==> src/rtl/piso_pkg.sv <==
// Shared definitions for the PISO shift transmitter.
// Contents:
//   piso_state_e : transmitter state (IDLE = no frame, SHIFT = frame in progress)
//   cnt_width()  : counter width helper, max(1, $clog2(n)), usable in localparams
package piso_pkg;

  typedef enum logic [0:0] {
    IDLE  = 1'b0,
    SHIFT = 1'b1
  } piso_state_e;

  // A counter for a range of 1 still needs one bit, so clamp $clog2 at 1.
  function automatic int cnt_width(input int n);
    int w;
    w = $clog2(n);
    if (w < 1) begin
      w = 1;
    end else begin
      w = w;
    end
    return w;
  endfunction

endpackage

==> src/rtl/piso_shift_transmitter_bit_tick_gen.sv <==
// Bit-period divider for the PISO shift transmitter.
// Counts clk cycles within one bit period and flags the last one.
// Ports:
//   clk   in  : clock, rising edge
//   reset in  : asynchronous, active-high
//   clear in  : restart the period at count 0 (word accepted)
//   run   in  : count while a frame is in progress
//   tick  out : high on the last cycle of each bit period while running
module bit_tick_gen
  import piso_pkg::*;
#(
  parameter int DIV = 1
) (
  input  logic clk,
  input  logic reset,
  input  logic clear,
  input  logic run,
  output logic tick
);

  localparam int DW = cnt_width(DIV);
  localparam logic [DW-1:0] DIV_LAST = DW'(DIV - 1);
  localparam logic [DW-1:0] CNT_ONE  = DW'(1);
  localparam logic [DW-1:0] CNT_ZERO = DW'(0);

  logic [DW-1:0] r_div_cnt;

  // Cycle-within-bit counter; clear wins so a new word always starts a fresh period.
  always_ff @(posedge clk or posedge reset) begin
    if (reset) begin
      r_div_cnt <= CNT_ZERO;
    end else if (clear) begin
      r_div_cnt <= CNT_ZERO;
    end else if (run) begin
      if (r_div_cnt == DIV_LAST) begin
        r_div_cnt <= CNT_ZERO;
      end else begin
        r_div_cnt <= r_div_cnt + CNT_ONE;
      end
    end else begin
      r_div_cnt <= r_div_cnt;
    end
  end

  // Registered-only path: run comes from the state register upstream.
  assign tick = run && (r_div_cnt == DIV_LAST);

endmodule

==> src/rtl/piso_shift_transmitter.sv <==
// Parallel-in, serial-out shift transmitter.
// Takes a WIDTH-bit word on a valid/ready handshake and shifts it out one
// bit per DIV clk cycles, MSB first when MSB_FIRST=1, LSB first otherwise.
// Ports:
//   clk          in  : clock, rising edge
//   reset        in  : asynchronous, active-high
//   load_valid   in  : load_data valid this cycle
//   load_ready   out : word can be accepted this cycle (registers only)
//   load_data    in  : word to send, sampled on accept
//   serial_out   out : current serial bit (0 when idle)
//   serial_valid out : a frame bit is on serial_out
//   bit_strobe   out : last cycle of each bit period (receiver sample enable)
//   last_bit     out : whole period of the final bit of the frame
module piso_shift_transmitter
  import piso_pkg::*;
#(
  parameter int WIDTH     = 4,
  parameter int DIV       = 1,
  parameter bit MSB_FIRST = 1'b1
) (
  input  logic             clk,
  input  logic             reset,
  input  logic             load_valid,
  output logic             load_ready,
  input  logic [WIDTH-1:0] load_data,
  output logic             serial_out,
  output logic             serial_valid,
  output logic             bit_strobe,
  output logic             last_bit
);

  localparam int BW = cnt_width(WIDTH);
  localparam logic [BW-1:0] BIT_LAST = BW'(WIDTH - 1);
  localparam logic [BW-1:0] BIT_ONE  = BW'(1);
  localparam logic [BW-1:0] BIT_ZERO = BW'(0);

  piso_state_e      r_state;
  piso_state_e      w_state_nxt;
  logic [WIDTH-1:0] r_shift;
  logic [BW-1:0]    r_bit_cnt;

  logic w_run;
  logic w_tick;
  logic w_last;
  logic w_accept;

  assign w_run  = (r_state == SHIFT);
  assign w_last = w_run && (r_bit_cnt == BIT_LAST);

  // Ready in IDLE, or on the very last cycle of a frame so the next word
  // follows with no gap. Never looks at load_valid.
  assign load_ready = (r_state == IDLE) || (w_last && w_tick);
  assign w_accept   = load_valid && load_ready;

  bit_tick_gen #(
    .DIV (DIV)
  ) u_tick (
    .clk   (clk),
    .reset (reset),
    .clear (w_accept),
    .run   (w_run),
    .tick  (w_tick)
  );

  // Serial outputs are decoded from registers only.
  assign serial_out   = w_run && (MSB_FIRST ? r_shift[WIDTH-1] : r_shift[0]);
  assign serial_valid = w_run;
  assign bit_strobe   = w_tick;
  assign last_bit     = w_last;

  // State register.
  always_ff @(posedge clk or posedge reset) begin
    if (reset) begin
      r_state <= IDLE;
    end else begin
      r_state <= w_state_nxt;
    end
  end

  // Next-state logic; an accept at end of frame keeps SHIFT (back-to-back).
  always_comb begin
    w_state_nxt = r_state;
    case (r_state)
      IDLE: begin
        if (w_accept) begin
          w_state_nxt = SHIFT;
        end else begin
          w_state_nxt = IDLE;
        end
      end
      SHIFT: begin
        if (w_last && w_tick) begin
          w_state_nxt = w_accept ? SHIFT : IDLE;
        end else begin
          w_state_nxt = SHIFT;
        end
      end
      default: begin
        w_state_nxt = IDLE;
      end
    endcase
  end

  // Shift register and bit counter; shift toward the output end, zero fill.
  always_ff @(posedge clk or posedge reset) begin
    if (reset) begin
      r_shift   <= {WIDTH{1'b0}};
      r_bit_cnt <= BIT_ZERO;
    end else if (w_accept) begin
      r_shift   <= load_data;
      r_bit_cnt <= BIT_ZERO;
    end else if (w_tick) begin
      if (MSB_FIRST) begin
        r_shift <= {r_shift[WIDTH-2:0], 1'b0};
      end else begin
        r_shift <= {1'b0, r_shift[WIDTH-1:1]};
      end
      // Park the counter at zero after the final bit so idle state is clean.
      r_bit_cnt <= w_last ? BIT_ZERO : (r_bit_cnt + BIT_ONE);
    end else begin
      r_shift   <= r_shift;
      r_bit_cnt <= r_bit_cnt;
    end
  end

endmodule
==> config.mk <==
export PLATFORM = sky130hd
export DESIGN_NAME = piso_shift_transmitter
export DESIGN_NICKNAME = d
export VERILOG_FILES = /design/src/rtl/piso_pkg.sv /design/src/rtl/piso_shift_transmitter_bit_tick_gen.sv /design/src/rtl/piso_shift_transmitter.sv
export SDC_FILE = /design/constraint.sdc
export NUM_CORES = 1
export LEC_CHECK = 0
export CORE_AREA = 5 5 42 44
export CTS_BUF_LIST = sky130_fd_sc_hd__clkbuf_8
export DETAILED_ROUTE_END_ITERATION = 8
export DIE_AREA = 0 0 47 49
export GPL_TIMING_DRIVEN = 0
export HOLD_SLACK_MARGIN = 0.03
export PLACE_DENSITY = 0.59
export SYNTH_ARGS = -nofsm -noshare
export SYNTH_HDL_FRONTEND = slang
export SYNTH_SLANG_ARGS = --single-unit
==> constraint.sdc <==
create_clock -name clk -period 3.2 [get_ports clk]
set_input_delay 0.8 -clock clk [delete_from_list [all_inputs] [get_ports clk]]
set_output_delay 0.8 -clock clk [all_outputs]
set_load 0.01 [all_outputs]
# Word-level counts from Yosys, hierarchy flattened
# Index checks and enable logic that the tools add are counted.
# totals
word_cells,28
reg_bits,8
# op_classes
mux,11
bitwise,2
n_addsub,2
eq_ne,1
reduce_logical,8
# op_table
cell,count
4-bit two-way mux,2
2-bit two-way mux,3
1-bit logical AND,5
1-bit two-way mux,5
2-bit nonzero test,2
"2-bit by 1-bit adder with 2-bit output, second input constant",1
"2-bit == test, second input constant",1
1-bit inverter,2
1-bit case mux with 2 select lines,1
"1-bit adder, second input constant",1
1-bit logical OR,1

# Depth between registers and ports, before layout
# logic_depth
depth_word,8
mapped_depth,5
ltp_nobuf,4

# By module
# Synthesis repeated with hierarchy kept, for this count alone.
# unflattened
cells_unflattened,34
hier_area_um2,390.4
# modules_own_cells
mod,cells_each,area_per_inst_um2,instances
piso_shift_transmitter,33,382.9,1
bit_tick_gen,1,7.5,1

# Worst setup path before layout
# OpenSTA, ideal clock, no wires.
# synth_path
path_kind,reg-to-output
start,register r_bit_cnt[0]
end,output load_ready
required_time_ps,2400
path_stages_with_launch,4
setup_slack_ps,1523
arrival_time_ps,877
path_buffers,1
cell_sequence,dfrtp_1 ha_1 nand2b_2 buf_6
# synth_via
elab_chain_cells,4
# synth_rtl
element,line,source
start: declaration,piso_shift_transmitter.sv:40,logic [BW-1:0] r_bit_cnt;
start signal: assignment,piso_shift_transmitter.sv:119,r_bit_cnt <= w_last ? BIT_ZERO : (r_bit_cnt + BIT_ONE);
start signal: assignment,piso_shift_transmitter.sv:122,r_bit_cnt <= r_bit_cnt;
2-bit == test,piso_shift_transmitter.sv:48,assign w_last = w_run && (r_bit_cnt == BIT_LAST);
1-bit logical AND,piso_shift_transmitter.sv:48,
1-bit logical AND,piso_shift_transmitter.sv:52,assign load_ready = (r_state == IDLE) || (w_last && w_tick);
1-bit logical OR,piso_shift_transmitter.sv:52,
end: declaration,piso_shift_transmitter.sv:24,"output logic load_ready,"
# No other way between the ends.

# Worst setup path after layout
# Ends and elaborated chain as after synthesis.

==> flow_summary_export.csv <==
group,metric,value,unit
clocking,path_clk_slew,0.04,ns
final_layout,fill_cells,157,
routing,drt-met1-wl,282,um
worst_hold_path,min_path_cells,1,
routing,routedWlPerCell,9.897,um
worst_setup_path,end_kind,"primary output",
die,pin_count,12,
placed_design,place_inst,64,
routing,wl,673,um
clocking,clock_path_buffers,2,
clocking,cts.sinks,7,
logic_synthesis,synth.net_count,45,
worst_setup_path,r2r_start,"r_bit_cnt[0]$_DFFE_PP0P_",
clocking,clk_latency,0.23,ns
worst_setup_path,crit_type,"flop to primary output",
global_route,grt_max_degree,11,
die,die_y,49,um
worst_setup_path,cp_slowest_cell,"clkdlybuf4s50_1",
status,status,"finished clean",
worst_setup_path,r2r_cells,4,
job,drv_cap,0,
logic_synthesis,synth_area_leaders,"dfrtp_1 (46%), mux2_4 (7.9%), buf_6 (5.9%), inv_1 (5.9%), a31oi_1 (3.3%)",
clocking,htreeDepth,1,
die,start_util,27.23,%
routing,ant_nets,0,
routing,vias,302,
logic_synthesis,syn_area,381.6,um^2
routing,viasPerCell,4.441,
die,die_x,47,um
global_route,grt_overflow,0,
clocking,numCtsBuffers,3,
sta,slew_headroom,81.19,%
worst_setup_path,r2r_end,"r_shift[0]$_DFFE_PP0P_",
logic_synthesis,ys_warn_count,0,
logic_synthesis,synth_ff_type,"dfrtp_1",
routing,dr.max_layer_used,"met4",
worst_hold_path,min_to,"r_shift[0]$_DFFE_PP0P_",
global_route,grt_first_pass_wirelength,1097,um
power,total_power,490.7,uW
final_layout,stdcell_count,68,
logic_synthesis,synth.distinct_cells,19,
logic_synthesis,synth_seq_cells,7,
final_layout,antennaDiodeCount,0,
worst_setup_path,crit_arrival,1.62,ns
logic_synthesis,synth-edff-count,0,
worst_setup_path,crit_family,"buffers and inverters",
clocking,cts_setup_buffers,0,
worst_setup_path,required,2.40,ns
logic_synthesis,synth_top_cell_area_share,45.90,%
sta,worst_pin_slew,0.2786,ns
routing,wl_met3,58,um
sta,min_period,2.424,ns
clocking,root_buffer,"clkbuf_8",
logic_synthesis,avgSynthCellArea,10.31,um^2
placed_design,port_buffers,11,
worst_setup_path,critPathMaxStageDelay,0.48,ns
power,p_leak,0.0002585,uW
final_layout,areaGrowthSynthToFinish,45.90,%
worst_hold_path,hold_class,"flop to flop",
power,ir_worst_vdd,0.3736,mV
sta,rsz0062_at_grt,"no",
sta,fin_crit_sh,75.76,%
logic_synthesis,yosysSeqAreaShare,45.90,%
logic_synthesis,synthCells,37,
sta,fmax,412.5,MHz
worst_setup_path,crit_fanout,10,
logic_synthesis,yosysTopAreaCell,"dfrtp_1",
worst_hold_path,hp-start,"r_shift[0]$_DFFE_PP0P_",
final_layout,final_common_cell,"clkdlybuf4s50_1",
sta,maxSlewViolCount,0,
global_route,track_usage,6.884,%
worst_setup_path,cp.buffers_inverters,2,
sta,hold_violations,0,
routing,drt_pass1_iterations,2,
die,core-area,1401,um^2
worst_setup_path,start_kind,"flop",
placed_design,finalWeightedCongestion,0.6780,
global_route,grt_pass1_vias,262,
final_layout,nets,61,
worst_setup_path,crit_chain,"ha_1 -> nand2b_2 -> buf_6 -> clkdlybuf4s50_1",
placed_design,hpwlAfterDp,495.9,um
sta,finalSetupTns,0,ns
die,rows,14,
clocking,cts_resized,0,
clocking,postCtsHoldBufs,0,
global_route,antenna_found_initial,0,
final_layout,layout_common_cells,"clkdlybuf4s50_1 (11), inv_1 (7), dfrtp_1 (7)",
sta,finClkSkew,0.001813,ns
routing,drt_iter0_markers,2,
logic_synthesis,ys_async_sr_fraction,100.0,%
worst_setup_path,rrSetupSlack,1.92,ns
final_layout,drive_gt1_share,19.23,%
sta,setup_viol_count_final,0,
clocking,cts_tree,"yes",
routing,route.met2.wl,315,um
power,power.density,881.4,nW/um^2
routing,route.detailed.drc,0,
die,die_area,2303,um^2
[synthesized netlist by cell type (2+ instances only)]
| library cell | n |
|---|---|
| nand3_1 | 2 |
| a31oi_1 | 2 |
| o22ai_1 | 2 |
| buf_6 | 2 |
| mux2_4 | 2 |
| nand2_1 | 2 |
| dfrtp_1 | 7 |
| inv_1 | 6 |
| and2_1 | 2 |
[per-layer routing]
| layer | vias to the layer above | global-route usage [%] |
|---|---|---|
| li1 | 158 | - |
| met1 | 130 | 7.658 |
| met2 | 10 | 9.502 |
| met3 | 4 | 3.321 |
| met4 | 0 | 5.530 |
| met5 | - | 0 |
[worst max-delay path by stage]
stage	slack [ns]	from	cells after the start	to
final	0.78	r_bit_cnt[0]$_DFFE_PP0P_	4	load_ready
after detailed placement	1.02	r_bit_cnt[0]$_DFFE_PP0P_	4	load_ready
after global placement	1.02	r_bit_cnt[0]$_DFFE_PP0P_	4	load_ready
after floorplan	1.52	r_bit_cnt[0]$_DFFE_PP0P_	3	load_ready
after CTS	0.76	r_bit_cnt[0]$_DFFE_PP0P_	4	load_ready
after global routing	0.71	r_bit_cnt[0]$_DFFE_PP0P_	4	load_ready
[kinds of logic (layout without fill, tap and decap cells)]
logic type	after synthesis	in the layout	share of synthesized area [%]
AOI/OAI and AO/OA	8	8	15.08
adders and majority gates	1	1	3.278
DFF	7	7	45.90
and+or+nand+nor	9	9	12.79
buffers and inverters	10	25	15.08
muxes	2	2	7.869
[cell type report]
cell class	count	area, um^2	share of cell area [%]
clock buffer	3	41.29	7.416
sequential	7	175.2	31.46
buffer	4	35.03	6.292
timing repair buffer	11	110.1	19.78
multi-input combinational	20	148.9	26.74
clock inverter	1	3.754	0.6742
inverter	6	22.52	4.045
tap	16	20.02	3.596
[registers in the layout (all words and copies together) (netlist names)]
| name | flops |
|---|---|
| r_bit_cnt | 2 |
| r_shift | 4 |
| serial_valid | 1 |
[stage by stage]
step | util [%] | instance area, um^2 | setup WS, ns | hold WS (ns)
2_1_floorplan | - | 381.6 | 1.523 | 0.4640
3_3_place_gp | 36.52 | 511.7 | 1.020 | 0.4847
3_5_place_dp | 36.52 | 511.7 | 1.017 | 0.4852
4_1_cts | 39.73 | 556.8 | 0.7632 | 0.4961
5_1_grt | 39.73 | 556.8 | 0.7084 | 0.4963
6_report | 39.73 | 556.8 | 0.7757 | 0.4928
[report_power, final]
group	switching [uW]	total (uW)	leakage, uW	internal [uW]
logic	93.8	228	0.000144	134
clock network	37.5	120	0.0000269	82.8
registers	19.9	143	0.0000871	123
total	151	491	0.000258	340
Power figures use the tool's default switching activity.
